### src/rtl/jk_bank_pkg.sv
// jk_bank_pkg
//   Shared types and helpers for the JK bank arbiter.
//   jk_op_e     : {j,k} command encoding applied to one bank cell
//   arb_state_e : arbiter FSM states (LOCKED only reachable with JKB_LOCK_EN)
//   jk_next()   : next value of a JK cell given its current value and command
package jk_bank_pkg;

  typedef enum logic [1:0] {
    OP_HOLD = 2'b00,
    OP_CLR  = 2'b01,
    OP_SET  = 2'b10,
    OP_TOG  = 2'b11
  } jk_op_e;

  typedef enum logic {
    ARB    = 1'b0,
    LOCKED = 1'b1
  } arb_state_e;

  function automatic logic jk_next(input logic q, input jk_op_e op);
    logic q_n;
    case (op)
      OP_HOLD: q_n = q;
      OP_CLR:  q_n = 1'b0;
      OP_SET:  q_n = 1'b1;
      OP_TOG:  q_n = ~q;
      default: q_n = q;
    endcase
    return q_n;
  endfunction

endpackage

### src/rtl/jk_bank_arbiter_rr_arbiter.sv
// rr_arbiter
//   Combinational round-robin picker. Scans req starting at ptr, wrapping
//   modulo N, and grants the first requester found.
//   Ports:
//     req : N-bit request vector
//     ptr : highest-priority position for this cycle
//     gnt : one-hot grant, zero when no request is present
//     idx : binary index of the granted requester (0 when gnt is zero)
module rr_arbiter #(
  parameter int N     = 4,
  parameter int PTR_W = $clog2(N)
) (
  input  logic [N-1:0]     req,
  input  logic [PTR_W-1:0] ptr,
  output logic [N-1:0]     gnt,
  output logic [PTR_W-1:0] idx
);

  logic             found;
  logic [PTR_W-1:0] cand;

  always_comb begin
    gnt   = '0;
    idx   = '0;
    found = 1'b0;
    cand  = '0;
    for (int k = 0; k < N; k++) begin
      cand = PTR_W'((int'(ptr) + k) % N);
      if (!found && req[cand]) begin
        found     = 1'b1;
        gnt[cand] = 1'b1;
        idx       = cand;
      end
    end
  end

endmodule

### src/rtl/jk_bank_arbiter.sv
// jk_bank_arbiter
//   Bank of NUM_CELLS JK cells shared by NUM_REQ requesters. One command is
//   granted per cycle in round-robin order; the bank bit and the response
//   (old value, new value, one-hot requester strobe) update on the accept edge.
//   Optional macro JKB_LOCK_EN adds a req_lock input that lets a winner keep
//   the bank for up to LOCK_MAX consecutive grants.
//   Ports:
//     clk, reset : rising-edge clock, synchronous active-high reset
//     clr_all    : synchronous bank clear, blocks all grants that cycle
//     req_valid  : per-requester command valid
//     req_ready  : per-requester accept (combinational, one-hot or zero)
//     req_op     : per-requester {j,k} command, 2 bits each
//     req_idx    : per-requester target cell index, IDX_W bits each
//     req_lock   : per-requester lock request (JKB_LOCK_EN only)
//     rsp_valid  : one-hot response strobe, one cycle after accept
//     rsp_prev   : cell value before the accepted command
//     rsp_q      : cell value after the accepted command
//     q_bank     : registered value of every cell
//
//   state  | meaning
//   ARB    | plain round-robin over all requesters
//   LOCKED | only the lock owner can be granted (JKB_LOCK_EN only)
module jk_bank_arbiter
  import jk_bank_pkg::*;
#(
  parameter int NUM_REQ   = 4,
  parameter int NUM_CELLS = 8,
  parameter int IDX_W     = $clog2(NUM_CELLS),
  parameter int LOCK_MAX  = 8
) (
  input  logic                     clk,
  input  logic                     reset,
  input  logic                     clr_all,
  input  logic [NUM_REQ-1:0]       req_valid,
  output logic [NUM_REQ-1:0]       req_ready,
  input  logic [2*NUM_REQ-1:0]     req_op,
  input  logic [IDX_W*NUM_REQ-1:0] req_idx,
`ifdef JKB_LOCK_EN
  input  logic [NUM_REQ-1:0]       req_lock,
`endif
  output logic [NUM_REQ-1:0]       rsp_valid,
  output logic                     rsp_prev,
  output logic                     rsp_q,
  output logic [NUM_CELLS-1:0]     q_bank
);

  localparam int PTR_W = $clog2(NUM_REQ);

  if (NUM_REQ < 2 || NUM_REQ > 8 || NUM_CELLS < 2 || NUM_CELLS > 64 ||
      IDX_W < $clog2(NUM_CELLS) || LOCK_MAX < 1) begin : g_param_chk
    $error("jk_bank_arbiter: parameter out of supported range");
  end

  logic [PTR_W-1:0]     rr_ptr;
  logic [NUM_REQ-1:0]   arb_req;
  logic [NUM_REQ-1:0]   gnt;
  logic [PTR_W-1:0]     win;
  logic [PTR_W-1:0]     win_inc;
  logic                 accept;
  logic [1:0]           sel_op;
  logic [IDX_W-1:0]     sel_idx;
  logic                 in_range;
  logic                 old_bit;
  logic                 new_bit;
  logic [NUM_CELLS-1:0] bank_next;

`ifdef JKB_LOCK_EN
  localparam int LCNT_W = $clog2(LOCK_MAX + 1);

  arb_state_e        state;
  logic [PTR_W-1:0]  owner;
  logic [PTR_W-1:0]  owner_inc;
  logic [LCNT_W-1:0] lock_cnt;

  // While locked, everyone but the owner is masked out before arbitration.
  always_comb begin
    arb_req = req_valid;
    if (state == LOCKED) begin
      arb_req = req_valid & (NUM_REQ'(1) << owner);
    end
  end

  assign owner_inc = (int'(owner) == NUM_REQ - 1) ? '0 : owner + PTR_W'(1);
`else
  assign arb_req = req_valid;
`endif

  rr_arbiter #(
    .N     (NUM_REQ),
    .PTR_W (PTR_W)
  ) u_rr_arbiter (
    .req (arb_req),
    .ptr (rr_ptr),
    .gnt (gnt),
    .idx (win)
  );

  assign req_ready = (reset || clr_all) ? '0 : gnt;
  assign accept    = |req_ready;
  assign win_inc   = (int'(win) == NUM_REQ - 1) ? '0 : win + PTR_W'(1);

  // Index decode is done by compare so that indices wider than the bank
  // (out-of-range commands) simply match no cell.
  always_comb begin
    sel_op    = req_op[2*int'(win) +: 2];
    sel_idx   = req_idx[IDX_W*int'(win) +: IDX_W];
    in_range  = 1'b0;
    old_bit   = 1'b0;
    for (int c = 0; c < NUM_CELLS; c++) begin
      if (sel_idx == IDX_W'(c)) begin
        in_range = 1'b1;
        old_bit  = q_bank[c];
      end
    end
    new_bit   = jk_next(old_bit, jk_op_e'(sel_op));
    bank_next = q_bank;
    for (int c = 0; c < NUM_CELLS; c++) begin
      if (sel_idx == IDX_W'(c)) begin
        bank_next[c] = new_bit;
      end
    end
  end

  always_ff @(posedge clk) begin
    if (reset) begin
      q_bank    <= '0;
      rsp_valid <= '0;
      rsp_prev  <= 1'b0;
      rsp_q     <= 1'b0;
      rr_ptr    <= '0;
`ifdef JKB_LOCK_EN
      state     <= ARB;
      owner     <= '0;
      lock_cnt  <= '0;
`endif
    end else begin
      rsp_valid <= '0;
      if (clr_all) begin
        q_bank <= '0;
      end else if (accept) begin
        q_bank    <= bank_next;
        rsp_valid <= gnt;
        rsp_prev  <= in_range & old_bit;
        rsp_q     <= in_range & new_bit;
        rr_ptr    <= win_inc;
      end
`ifdef JKB_LOCK_EN
      case (state)
        ARB: begin
          if (accept && req_lock[win]) begin
            owner    <= win;
            lock_cnt <= LCNT_W'(1);
            // A one-grant lock budget is already spent by this accept.
            if (LOCK_MAX > 1) begin
              state <= LOCKED;
            end
          end
        end
        LOCKED: begin
          if (clr_all || !req_lock[owner]) begin
            state    <= ARB;
            lock_cnt <= '0;
            rr_ptr   <= owner_inc;
          end else if (accept) begin
            if (int'(lock_cnt) + 1 >= LOCK_MAX) begin
              state    <= ARB;
              lock_cnt <= '0;
              rr_ptr   <= owner_inc;
            end else begin
              lock_cnt <= lock_cnt + LCNT_W'(1);
            end
          end
        end
        default: state <= ARB;
      endcase
`endif
    end
  end

endmodule

### config.mk
export PLATFORM = sky130hd
export DESIGN_NAME = jk_bank_arbiter
export DESIGN_NICKNAME = d
export VERILOG_FILES = /design/src/rtl/jk_bank_pkg.sv /design/src/rtl/jk_bank_arbiter_rr_arbiter.sv /design/src/rtl/jk_bank_arbiter.sv
export SDC_FILE = /design/constraint.sdc
export NUM_CORES = 1
export LEC_CHECK = 0
export CELL_PAD_IN_SITES_DETAIL_PLACEMENT = 0
export CELL_PAD_IN_SITES_GLOBAL_PLACEMENT = 1
export CORE_UTILIZATION = 31
export CTS_CLUSTER_DIAMETER = 40
export CTS_CLUSTER_SIZE = 28
export DETAILED_ROUTE_END_ITERATION = 10
export PLACE_DENSITY_LB_ADDON = 0.1
export SLEW_MARGIN = 10
export SYNTH_ARGS = -nofsm -noshare
export SYNTH_HDL_FRONTEND = slang
export SYNTH_SLANG_ARGS = --single-unit
### constraint.sdc
create_clock -name clk -period 3.7 [get_ports clk]
set_clock_uncertainty 0.05 [all_clocks]
set_input_delay 0.74 -clock clk [delete_from_list [all_inputs] [get_ports clk]]
set_output_delay 0.74 -clock clk [all_outputs]
set_load 0.02 [all_outputs]
==> impl_metrics.prom <==
# TYPE chip_impl_metric gauge
chip_impl_metric{name="layout-area-overhead-vs-synth",unit="%"} 59.0
chip_impl_metric{name="setup_viol",unit=""} 0
chip_impl_info{name="cp-end-kind",value="register"} 1
chip_impl_metric{name="ir_worst_vdd",unit="V"} 0.000668
chip_impl_metric{name="wl",unit="um"} 4500
chip_impl_metric{name="synth_edf_count",unit=""} 0
chip_impl_metric{name="synth_warnings",unit=""} 0
chip_impl_info{name="setup.worst_path.class",value="primary input to register"} 1
chip_impl_metric{name="static-leakage-power",unit="nW"} 0.972
chip_impl_info{name="ctsRootBufferMaster",value="clkbuf_8"} 1
chip_impl_metric{name="fillCellCount",unit=""} 466
chip_impl_metric{name="drt-wirelength-per-cell",unit="um"} 13.9
chip_impl_metric{name="drive_gt1_share",unit="%"} 33.1
chip_impl_info{name="outcome",value="complete, no violations"} 1
chip_impl_metric{name="cts.path.max_buffers",unit=""} 2
chip_impl_metric{name="seq_area_frac_synth",unit="%"} 21.1
chip_impl_metric{name="area_of_the_die",unit="sq um"} 5190
chip_impl_metric{name="worst_setup_hold_path_clk_slew",unit="ns"} 0.06
chip_impl_metric{name="tritoncts_num_sinks",unit=""} 16
chip_impl_metric{name="die_w",unit="um"} 72.1
chip_impl_info{name="critical_path_startpoint_category",value="primary input"} 1
chip_impl_metric{name="crit_path_max_incr_delay",unit="ns"} 0.57
chip_impl_metric{name="path_max_fanout",unit=""} 8
chip_impl_metric{name="fin_util",unit="%"} 51.2
chip_impl_metric{name="synth_cells",unit=""} 182
chip_impl_metric{name="timing.final.hold_violations",unit=""} 0
chip_impl_info{name="grt_setup_unrepaired",value="no"} 1
chip_impl_info{name="slowest_stage",value="or4_4"} 1
chip_impl_info{name="cts_tree",value="yes"} 1
chip_impl_metric{name="post-route-drc-count",unit=""} 0
chip_impl_metric{name="cellPowerDensity",unit="nW/um^2"} 955
chip_impl_metric{name="post_synth_num_cell_types",unit=""} 47
chip_impl_metric{name="critPathBufInv",unit=""} 3
chip_impl_metric{name="final_max_slew_viols",unit=""} 0
chip_impl_metric{name="cts_made_buffers",unit=""} 3
chip_impl_metric{name="initial_core_util",unit="%"} 32.2
chip_impl_metric{name="synthesis.area",unit="sq um"} 1520
chip_impl_metric{name="dpl.hpwl",unit="um"} 3510
chip_impl_metric{name="firstDrtPassIters",unit=""} 4
chip_impl_metric{name="antenna_left",unit=""} 0
chip_impl_info{name="commonest_register_cell_after_synthesis",value="dfxtp_1"} 1
chip_impl_metric{name="boundaryPins",unit=""} 45
chip_impl_metric{name="relSlewSlack",unit="%"} 65.5
chip_impl_metric{name="vias_per_cell",unit=""} 4.99
chip_impl_metric{name="portBuffers",unit=""} 44
chip_impl_metric{name="synth_nets",unit=""} 215
chip_impl_metric{name="clock_insertion_delay_worst_skew",unit="ns"} 0.24
chip_impl_info{name="hp-class",value="register to register"} 1
chip_impl_metric{name="grt_overflow",unit=""} 0
chip_impl_metric{name="grt_start_max_net_pins",unit=""} 14
chip_impl_metric{name="critical_path_arrival",unit="ns"} 3.63
chip_impl_metric{name="worst-slew-pin-transition",unit="ns"} 0.516
chip_impl_metric{name="chipHeight",unit="um"} 72.1
chip_impl_metric{name="num-nets-final",unit=""} 292
chip_impl_metric{name="coreArea",unit="sq um"} 4720
chip_impl_metric{name="timing.critical_path.required",unit="ns"} 3.79
chip_impl_metric{name="synth.avg_cell_area",unit="sq um"} 8.36
chip_impl_metric{name="area_after_detailed_placement",unit="sq um"} 2240
chip_impl_metric{name="async_set_reset_flop_share_out_of_synthesis",unit="%"} 0
chip_impl_metric{name="initialDrtViolationCount",unit=""} 42
chip_impl_info{name="critical-path-top-delay-family",value="compound AO/OA/AOI/OAI gates"} 1
chip_impl_metric{name="grt_pass1_wl",unit="um"} 7020
chip_impl_metric{name="postSynthRegisterBits",unit=""} 16
chip_impl_metric{name="cts_max_level",unit=""} 1
chip_impl_metric{name="number_of_antenna_violations_at_the_first_check_in_global_routing",unit=""} 0
chip_impl_metric{name="grt_pass1_vias",unit=""} 1622
chip_impl_metric{name="max_capacitance_violation_total",unit=""} 0
chip_impl_metric{name="vias",unit=""} 1618
chip_impl_metric{name="n_antenna_cell",unit=""} 0
chip_impl_metric{name="finalWorstPathRequiredPeriod",unit="ns"} 3.55
chip_impl_metric{name="timing.fmax",unit="GHz"} 0.282
chip_impl_metric{name="globalRouteTotalUtil",unit="%"} 17.0
chip_impl_metric{name="ff2ff_setup_slack",unit="ns"} 0.17
chip_impl_metric{name="place.gp.congestion",unit=""} 0.851
chip_impl_metric{name="tcrit_tclk_final",unit="%"} 95.8
chip_impl_info{name="crit_path_cell_trace",value="dlygate4sd2_1 -> mux4_2 -> buf_4 -> nor2b_4 -> o32ai_4 -> inv_2 -> mux2_4 -> or4_4 -> o211ai_4 -> o21ai_4 -> a31o_2"} 1
chip_impl_metric{name="rows",unit=""} 25
chip_impl_metric{name="final_area",unit="sq um"} 2420
## flip-flops by register name, indices dropped and copies added (netlist names)
register   flops
rsp_valid      4
rr_ptr         2
q_bank         8
rsp_prev       1
rsp_q          1
## synthesized netlist by cell type (3+ instances only)
library cell,count,area (sq um)
a21oi_1,12,60.1
a31o_2,6,52.6
a31oi_1,3,18.8
and2_1,4,25.0
buf_6,3,33.8
dfxtp_1,16,320
ha_1,6,75.1
inv_1,8,30.0
mux2_2,4,45.0
mux2i_1,15,150
nand2_1,18,67.6
nor2_1,29,109
nor3b_1,4,30.0
o211a_1,3,30.0
o21ai_0,5,25.0
o31ai_1,4,30.0
or3_1,3,18.8
## cell families after synthesis
group,share of synthesized area [%]
adders and majority gates,4.93
DFF,21.1
and+or+nand+nor,25.5
muxes,18.4
buffers and inverters,5.76
AOI/OAI and AO/OA,24.3
## worst min-delay path: cells and delay by family (launching register included)
family          cells  cell delay, ns
compound gates      1            0.06
simple gates        1            0.13
flops               1            0.32
## final cells by class
| type | instances | area [sq um] | area share, % |
|---|---|---|---|
| Multi-Input combinational cell | 151 | 1240 | 51.4 |
| Tap cell | 67 | 83.8 | 3.47 |
| Sequential cell | 16 | 322 | 13.3 |
| Clock buffer | 3 | 41.3 | 1.71 |
| Timing Repair Buffer | 78 | 694 | 28.7 |
| Inverter | 9 | 33.8 | 1.40 |
## metrics by stage
step                setup TNS [ns]  instances  hold slack (ns)  setup slack, ns  power (mW)
floorplan                        0        182            0.544           0.0351        1.35
global placement             -4.64        319            0.501           -0.363        1.91
detailed placement           -5.46        319            0.506           -0.421        1.94
CTS                              0        322            0.517           0.0107        2.20
global route                     0        324            0.531           0.0152        2.46
finish                           0        324            0.506            0.154        2.31
## repair_timing
| action | CTS | global route |
|---|---|---|
| setup buffers | 0 | 1 |
| pin swaps | 1 | 7 |
| endpoints found under the setup margin | 13 | 14 |
| hold buffers | 0 | 0 |
| gates resized for setup | 22 | 12 |
| cloned | 0 | 1 |
## power breakdown
| group | leakage [nW] | internal, mW | switching, mW |
|---|---|---|---|
| registers | 0.131 | 0.226 | 0.0350 |
| logic | 0.820 | 0.947 | 0.975 |
| clock network | 0.0216 | 0.0721 | 0.0561 |
| total | 0.972 | 1.25 | 1.07 |
## final timing paths
check / endpoint / start / cells past startpoint
worst min-delay path: rsp_q / rsp_q / 2
worst min register to register: rsp_q / rsp_q / 2
worst max register to register: q_bank[0] / rr_ptr[0] / 12
worst max-delay path: q_bank[0] / req_valid[2] / 11
## metal layers
metal / global-route usage (%) / share of wire (%) / vias up
li1: - / - / 814
met1: 17.9 / 40 / 786
met2: 35.5 / 58 / 16
met3: 3.06 / 1.8 / 2
met4: 1.74 / 0.13 / 0
met5: 0 / 0 / -
## placed cells by master (no fill, tap or decap), types with 4 or more instances in the layout
master	n
clkdlybuf4s50_1	36
buf_4	32
nor2_1	29
nand2_1	17
dfxtp_1	15
a21oi_1	11
mux2i_1	10
inv_1	8
a31o_2	6
ha_1	6
o21ai_0	5
mux2i_2	5
dlygate4sd2_1	5
and2_1	4
No activity file was read; power rests on OpenSTA's default activity.
